===== src/rtl/dmem_ctrl.sv =====
// Two-port sequencer/arbiter in front of a byte-addressed 32-bit data RAM.
// Handles sized loads with extension, read-modify-write sub-word stores and misalignment rejection.
module dmem_ctrl #(
    parameter int ADDR_W     = 10,
    parameter bit PRIO_FIXED = 1'b0
) (
    input  logic              clk,
    input  logic              rstn,
    input  logic              p0_req,
    input  logic              p0_we,
    input  logic [1:0]        p0_size,
    input  logic              p0_sext,
    input  logic [ADDR_W-1:0] p0_addr,
    input  logic [31:0]       p0_wdata,
    output logic              p0_gnt,
    output logic              p0_done,
    output logic              p0_err,
    output logic [31:0]       p0_rdata,
    input  logic              p1_req,
    input  logic              p1_we,
    input  logic [1:0]        p1_size,
    input  logic              p1_sext,
    input  logic [ADDR_W-1:0] p1_addr,
    input  logic [31:0]       p1_wdata,
    output logic              p1_gnt,
    output logic              p1_done,
    output logic              p1_err,
    output logic [31:0]       p1_rdata,
    output logic              ram_we,
    output logic [ADDR_W-1:0] ram_addr,
    output logic [31:0]       ram_wdata,
    input  logic [31:0]       ram_rdata,
    output logic [1:0]        dbg_state
);

    // Handshake: pN_req is held high until pN_done; pN_gnt and pN_done are single-cycle pulses,
    // and pN_err/pN_rdata are meaningful in the pN_done cycle.
    typedef enum logic [1:0] {
        IDLE     = 2'd0,
        ACCESS   = 2'd1,
        MERGE_WR = 2'd2,
        RESP     = 2'd3
    } state_t;

    state_t            state;
    logic              cur_port;
    logic              l_we;
    logic              l_sext;
    logic              l_err;
    logic [1:0]        l_size;
    logic [31:0]       l_wdata;
    logic [31:0]       res;
    logic              rr_ptr;

    logic              win;
    logic              w_we;
    logic              w_sext;
    logic [1:0]        w_size;
    logic [ADDR_W-1:0] w_addr;
    logic [31:0]       w_wdata;

    function automatic logic misaligned(input logic [1:0] size, input logic [1:0] a);
        case (size)
            2'b00:   return 1'b0;
            2'b01:   return a[0];
            2'b10:   return a != 2'b00;
            default: return 1'b1;
        endcase
    endfunction

    // Only the lanes covered by the access size are looked at, so undefined upper lanes are harmless.
    function automatic logic [31:0] extend(input logic [31:0] rd, input logic [1:0] size,
                                           input logic sext);
        logic [31:0] v;
        v = rd;
        if (size == 2'b00)
            v = {{24{sext & rd[7]}}, rd[7:0]};
        else if (size == 2'b01)
            v = {{16{sext & rd[15]}}, rd[15:0]};
        return v;
    endfunction

    function automatic logic [31:0] merge(input logic [31:0] old, input logic [31:0] wd,
                                          input logic [1:0] size);
        return (size == 2'b00) ? {old[31:8], wd[7:0]} : {old[31:16], wd[15:0]};
    endfunction

    always_comb begin
        win = 1'b0;
        if (PRIO_FIXED)
            win = !p0_req;
        else if (p0_req && p1_req)
            win = rr_ptr;
        else
            win = !p0_req;
    end

    assign w_we      = win ? p1_we    : p0_we;
    assign w_sext    = win ? p1_sext  : p0_sext;
    assign w_size    = win ? p1_size  : p0_size;
    assign w_addr    = win ? p1_addr  : p0_addr;
    assign w_wdata   = win ? p1_wdata : p0_wdata;
    assign dbg_state = state;

    always_ff @(posedge clk or negedge rstn) begin
        if (!rstn) begin
            state     <= IDLE;
            cur_port  <= 1'b0;
            l_we      <= 1'b0;
            l_sext    <= 1'b0;
            l_err     <= 1'b0;
            l_size    <= 2'b00;
            l_wdata   <= 32'h0;
            res       <= 32'h0;
            rr_ptr    <= 1'b0;
            p0_gnt    <= 1'b0;
            p0_done   <= 1'b0;
            p0_err    <= 1'b0;
            p0_rdata  <= 32'h0;
            p1_gnt    <= 1'b0;
            p1_done   <= 1'b0;
            p1_err    <= 1'b0;
            p1_rdata  <= 32'h0;
            ram_we    <= 1'b0;
            ram_addr  <= '0;
            ram_wdata <= 32'h0;
        end else begin
            p0_gnt  <= 1'b0;
            p0_done <= 1'b0;
            p0_err  <= 1'b0;
            p1_gnt  <= 1'b0;
            p1_done <= 1'b0;
            p1_err  <= 1'b0;
            ram_we  <= 1'b0;
            case (state)
                IDLE: begin
                    if (p0_req || p1_req) begin
                        cur_port <= win;
                        l_we     <= w_we;
                        l_sext   <= w_sext;
                        l_size   <= w_size;
                        l_wdata  <= w_wdata;
                        l_err    <= 1'b0;
                        ram_addr <= w_addr;
                        rr_ptr   <= ~win;
                        p0_gnt   <= ~win;
                        p1_gnt   <= win;
                        // An aligned word store writes during the ACCESS cycle itself.
                        if (w_we && w_size == 2'b10 && w_addr[1:0] == 2'b00) begin
                            ram_we    <= 1'b1;
                            ram_wdata <= w_wdata;
                        end
                        state <= ACCESS;
                    end
                end
                ACCESS: begin
                    state <= RESP;
                    if (misaligned(l_size, ram_addr[1:0])) begin
                        l_err <= 1'b1;
                    end else if (!l_we) begin
                        res <= extend(ram_rdata, l_size, l_sext);
                    end else if (l_size != 2'b10) begin
                        ram_we    <= 1'b1;
                        ram_wdata <= merge(ram_rdata, l_wdata, l_size);
                        state     <= MERGE_WR;
                    end
                end
                MERGE_WR: begin
                    state <= RESP;
                end
                RESP: begin
                    state <= IDLE;
                    if (cur_port) begin
                        p1_done <= 1'b1;
                        p1_err  <= l_err;
                        if (!l_we && !l_err) p1_rdata <= res;
                    end else begin
                        p0_done <= 1'b1;
                        p0_err  <= l_err;
                        if (!l_we && !l_err) p0_rdata <= res;
                    end
                end
                default: state <= IDLE;
            endcase
        end
    end

endmodule


===== config.mk =====
export PLATFORM = sky130hd
export DESIGN_NAME = dmem_ctrl
export DESIGN_NICKNAME = d
export VERILOG_FILES = /design/src/rtl/dmem_ctrl.sv
export SDC_FILE = /design/constraint.sdc
export NUM_CORES = 1
export LEC_CHECK = 0
export CAP_MARGIN = 20
export CORE_MARGIN = 3
export CORE_UTILIZATION = 45
export CTS_CLUSTER_SIZE = 14
export DETAILED_ROUTE_END_ITERATION = 16
export HOLD_SLACK_MARGIN = 0.06
export PLACE_DENSITY = 0.78
export REMOVE_ABC_BUFFERS = 1
export SYNTH_ARGS = -nofsm -noshare
export SYNTH_HDL_FRONTEND = slang
export SYNTH_SLANG_ARGS = --single-unit

===== constraint.sdc =====
create_clock -name clk -period 3.4 [get_ports clk]
set_input_delay 0.51 -clock clk [delete_from_list [all_inputs] [get_ports clk]]
set_output_delay 0.51 -clock clk [all_outputs]
set_load 0.1 [all_outputs]

==> impl_metrics.tcl, run 1 <==
set metrics [dict create \
    period_needed_ps 2640 \
    core_area_mm2 0.0167 \
    finish.utilization 0.661 \
    drcViolationCount 0 \
    clock_sinks 170 \
    drv_cap 0 \
    critPathLaunch "dbg_state[1]$_DFFE_PN0N_" \
    layout_common_cells "clkdlybuf4s50_1, dfrtp_1, mux2_2" \
    start_util 0.465 \
    start_kind "register" \
    relSlewSlack 0.304 \
    io_buffers 242 \
    routedWlPerCell_um 19.0 \
    slowest_delay_ps 900 \
    hold_path_class "reg2reg" \
    ant_nets 0 \
    synth_warnings 0 \
    cts_setup_buffers 0 \
    cts_tree "built" \
    netlist_area_mm2 0.00776 \
    rsz0062_at_grt "no" \
    worst_setup_path_end_kind "register" \
    ctsResizeCount 0 \
    syn_to_final_growth_pct 42.4 \
    drt_iter0_markers 273 \
    fmax_mhz 379 \
    synthCells 612 \
    crit_required_ps 3660 \
    status "completed" \
    hold_viol 0 \
    crit_fanout 33 \
    min_from "ram_addr[3]$_DFFE_PN0P_" \
    gp_congestion 0.815 \
    crit_chain "inv_1 > ha_2 > nand4b_1 > buf_4 > and3_2 > o32ai_2" \
    clock_latency_ps 420 \
    cp.arrival_ps 2900 \
    drv_slew 0 \
    layout.nets 975 \
    finalWirelength_mm 20.5 \
    fin_crit_sh 0.776 \
    setup_violations 0 \
    num_antenna_cells 0 \
    worst_pin_slew_ps 1040 \
    skew_ps 6.12 \
    dieArea_mm2 0.0189 \
    hpwlAfterDp_mm 14.8 \
    layout_commonest_cell "clkdlybuf4s50_1" \
    viasPerCell 5.38 \
    cts_buffer_depth 2 \
    cp_slowest_cell "and3_2" \
    antenna_found_initial 0 \
    firstDrtPassIters 4 \
    die_x_um 137 \
    clockRootBuffer "clkbuf_16" \
    fp.dieH_um 137 \
    grt_max_degree 71 \
    syn_area_per_cell_um2 12.7 \
    critical_path_class "reg2reg" \
    grt_overflow 0 \
    ys_seq_elements 170 \
    grt_pass1_wl_mm 32.4 \
    yosysUniqueCellTypes 35 \
    clkTransAtPathRegs_ps 60 \
    first_global_vias 6242 \
    num_rows 47 \
    grt_util_all_layers 0.222 \
    ios 243 \
    rr_startpoint "dbg_state[1]$_DFFE_PN0N_" \
    numCtsBuffers 17 \
    ys_seq_area_frac 0.548 \
    vias 5797 \
    cts.htree.levels 4 \
    layout-drive-gt1-share 0.242 \
]
[Yosys cell counts, drive strengths merged]
library cell | n | area, um2
nand3b | 1 | 7.51
nand2 | 81 | 304
or4 | 1 | 11.3
a31o | 1 | 8.76
mux2 | 112 | 1260
inv | 2 | 7.51
a21oi | 28 | 144
or2 | 2 | 12.5
o32ai | 32 | 505
nor3 | 1 | 5.00
dfrtp | 170 | 4250
and2 | 3 | 18.8
o21ai | 51 | 255
nand4b | 1 | 8.76
nand4 | 1 | 6.26
ha | 3 | 37.5
a21boi | 2 | 15.0
a211oi | 1 | 12.5
nor2 | 5 | 21.3
nor2b | 3 | 18.8
and3 | 3 | 18.8
mux2i | 53 | 531
clkbuf | 23 | 86.3
a22oi | 2 | 15.0
or3b | 1 | 8.76
nor3b | 3 | 27.5
buf | 24 | 141
a21o | 2 | 15.0
[worst max-delay path: cells and delay by family, from the launching register on]
| kind | cells | cell delay [ps] |
|---|---|---|
| simple gates | 2 | 1070 |
| buf+inv | 2 | 440 |
| flops | 1 | 390 |
| fa+ha+maj | 1 | 360 |
| compound gates | 1 | 200 |
[stage by stage]
stage	cells	hold slack, ps	TNS (ps)	setup WS, ps	area, um2
after floorplan	565	214	-189500	-2410	7530
after global placement	1044	457	0	708	10500
after detailed placement	1044	470	0	612	10500
after CTS	1077	484	0	747	11000
after global routing	1077	506	0	604	11000
final	1077	479	0	763	11000
[layer usage]
layer | global-route usage | wire, um
met1 | 0.281 | 8670
met2 | 0.376 | 10300
met3 | 0.0482 | 1140
met4 | 0.0793 | 420
met5 | 0 | 0
[kinds of logic after synthesis]
group	count (synthesis)	synth area share
multiplexers	165	0.231
AO/OA/AOI/OAI	119	0.125
flip-flops	170	0.548
adder cells (fa/ha/maj)	3	0.00484
buffers and inverters	49	0.0303
AND/OR/NAND/NOR	106	0.0605
[path summary, 6_finish.rpt]
path | end | slack (ps) | depth (start not counted)
setup / recovery | ram_wdata[25]$_DFFE_PN0P_ | 760 | 6
hold / removal | ram_addr[3]$_DFFE_PN0P_ | 480 | 2
setup reg to reg | ram_wdata[25]$_DFFE_PN0P_ | 760 | 6
hold reg to reg | ram_addr[3]$_DFFE_PN0P_ | 480 | 2
max in group asynchronous | p0_rdata[1]$_DFFE_PN0P_ | 1780 | 3
min in group asynchronous | p0_rdata[4]$_DFFE_PN0P_ | 590 | 2
[flip-flops by register name, indices dropped and copies added (netlist names)]
register   cells
p0_rdata      32
p1_rdata      32
ram_wdata     32
res           32
l_wdata       16
ram_addr      10
dbg_state      2
l_size         2
cur_port       1
l_err          1
l_sext         1
l_we           1
p0_done        1
p0_err         1
p0_gnt         1
p1_done        1
p1_err         1
p1_gnt         1
ram_we         1
rr_ptr         1
[what timing repair did]
action | 4_1_cts | 5_1_grt
endpoints found under the hold margin | 39 | 0
endpoints found under the setup margin | 0 | 0
hold buffers | 1 | 0
[cell type report]
class                      count  area, um2
tap                          220        275
multi-input combinational    393       3320
clock buffer                  19        443
clock inverter                13        144
fill                        1224       5650
timing repair buffer         260       2600
inverter                       2       7.51
sequential                   170       4250
Power of run 1 is left out: the tool's default activity adds up to more than one toggle a clock period on the data nets, which glitch-free logic cannot reach.
==> inputs of run 2 (changes only) <==
clock period = 2.5 ns   (was 3.4 ns; I/O delays follow)
==> impl_metrics.tcl, run 2 (same netlist as run 1, synthesis figures left out) <==
set metrics [dict create \
    status "completed" \
    drt_iter0_markers 335 \
    die_x_um 137 \
    drcViolationCount 0 \
    layout-drive-gt1-share 0.382 \
    cp.arrival_ps 2500 \
    fin_crit_sh 0.882 \
    viasPerCell 5.38 \
    r2r-end "ram_wdata[30]$_DFFE_PN0P_" \
    antenna_found_initial 0 \
    clkTransAtPathRegs_ps 70 \
    worst_slack_ps 294 \
    clockRootBuffer "clkbuf_16" \
    drv_cap 0 \
    crit_fanout 32 \
    dieArea_mm2 0.0189 \
    critical_path_class "reg2reg" \
    start_util 0.465 \
    rr_startpoint "dbg_state[1]$_DFFE_PN0N_" \
    clock_sinks 170 \
    finalWirelength_mm 20.9 \
    routedWlPerCell_um 19.3 \
    grt_overflow 0 \
    grt_max_degree 68 \
    fmax_mhz 453 \
    hpwlAfterDp_mm 15.2 \
    fillers 1231 \
    r2r_cells 7 \
    period_needed_ps 2210 \
    ctsResizeCount 0 \
    gp_congestion 0.804 \
    hold_path_class "in2async" \
    hold_viol 0 \
    ios 243 \
    ff_latch_area_mm2 0.00425 \
    ant_nets 0 \
    cp_slowest_cell "or3b_2" \
    setup_violations 0 \
    reg2reg_slack_ps 290 \
    layout.nets 983 \
    cts_tree "built" \
    io_buffers 242 \
    crit_required_ps 2790 \
    cts_setup_buffers 0 \
    worst_setup_path_end_kind "register" \
    syn_to_final_growth_pct 40.6 \
    vias 5835 \
    cts_buffer_depth 2 \
    grt_pass1_wl_mm 32.6 \
    clock_latency_ps 420 \
    numCtsBuffers 17 \
    layout_commonest_cell "dfrtp_1" \
    start_kind "register" \
    rsz0062_at_grt "no" \
    worst_pin_slew_ps 704 \
    layout_common_cells "dfrtp_1, buf_4, clkdlybuf4s50_1" \
    grt_util_all_layers 0.222 \
    cts.htree.levels 4 \
    first_global_vias 6279 \
    skew_ps 8.15 \
    crit_chain "inv_1 > ha_1 > or3b_2 > o21ai_0 > or2_2 > buf_12 > o32ai_2" \
    num_rows 47 \
    core_area_mm2 0.0167 \
    multi_input_area_mm2 0.00332 \
    num_antenna_cells 0 \
    place_ws_ps 91.8 \
    fp.dieH_um 137 \
    slowest_delay_ps 530 \
    drv_slew 0 \
    firstDrtPassIters 4 \
    setup_tns_ps 0 \
    relSlewSlack 0.529 \
]
==> run 2: changes by cell type in the layout (fill, tap and decap cells not counted), moves of 2 or more <==
cell / before / now
inv_6: 2 / 4
inv_8: 0 / 2
clkinvlp_4: 4 / 2
clkdlybuf4s50_1: 241 / 126
buf_12: 3 / 8
buf_4: 14 / 132
==> run 2: worst max path at each step <==
stage	start	endpoint	cells after the start
6_report	dbg_state[1]$_DFFE_PN0N_	ram_wdata[30]$_DFFE_PN0P_	7
5_1_grt	dbg_state[1]$_DFFE_PN0N_	ram_wdata[28]$_DFFE_PN0P_	7
4_1_cts	dbg_state[1]$_DFFE_PN0N_	ram_wdata[17]$_DFFE_PN0P_	7
3_5_place_dp	p1_req	ram_wdata[7]$_DFFE_PN0P_	6
3_3_place_gp	p1_req	ram_wdata[18]$_DFFE_PN0P_	6
2_1_floorplan	p0_req	ram_wdata[17]$_DFFE_PN0P_	4
==> run 2: cell type report <==
type                            count  share of cell area
Timing Repair Buffer              268               0.223
Sequential cell                   170               0.390
Clock inverter                     14              0.0170
Inverter                            2            0.000688
Tap cell                          220              0.0252
Multi-Input combinational cell    393               0.305
Clock buffer                       18              0.0393
==> run 2: critical path: cells and delay by family, from the launching register on <==
family	cells	cell delay [ps]
AOI/OAI and AO/OA	2	260
buffers and inverters	2	360
adders and majority gates	1	320
DFF	1	420
and+or+nand+nor	2	700
==> run 2: metal layers <==
metal / GRT usage / share of wire
met5: 0 / 0
met4: 0.0787 / 0.023
met3: 0.0449 / 0.059
met2: 0.373 / 0.50
met1: 0.287 / 0.42
==> run 2: stage by stage <==
step,area (um2),util,hold slack [ps],cells
floorplan,7530,-,79.4,565
global placement,10300,0.616,306,1052
detailed placement,10300,0.616,313,1052
CTS,10900,0.653,440,1085
global route,10900,0.653,470,1085
finish,10900,0.653,440,1085
==> run 2: what timing repair did <==
action / 4_1_cts / 5_1_grt
hold buffers: 1 / 0
endpoints found under the hold margin: 38 / 0
endpoints found under the setup margin: 0 / 0
Power of run 2 is left out for the same reason.
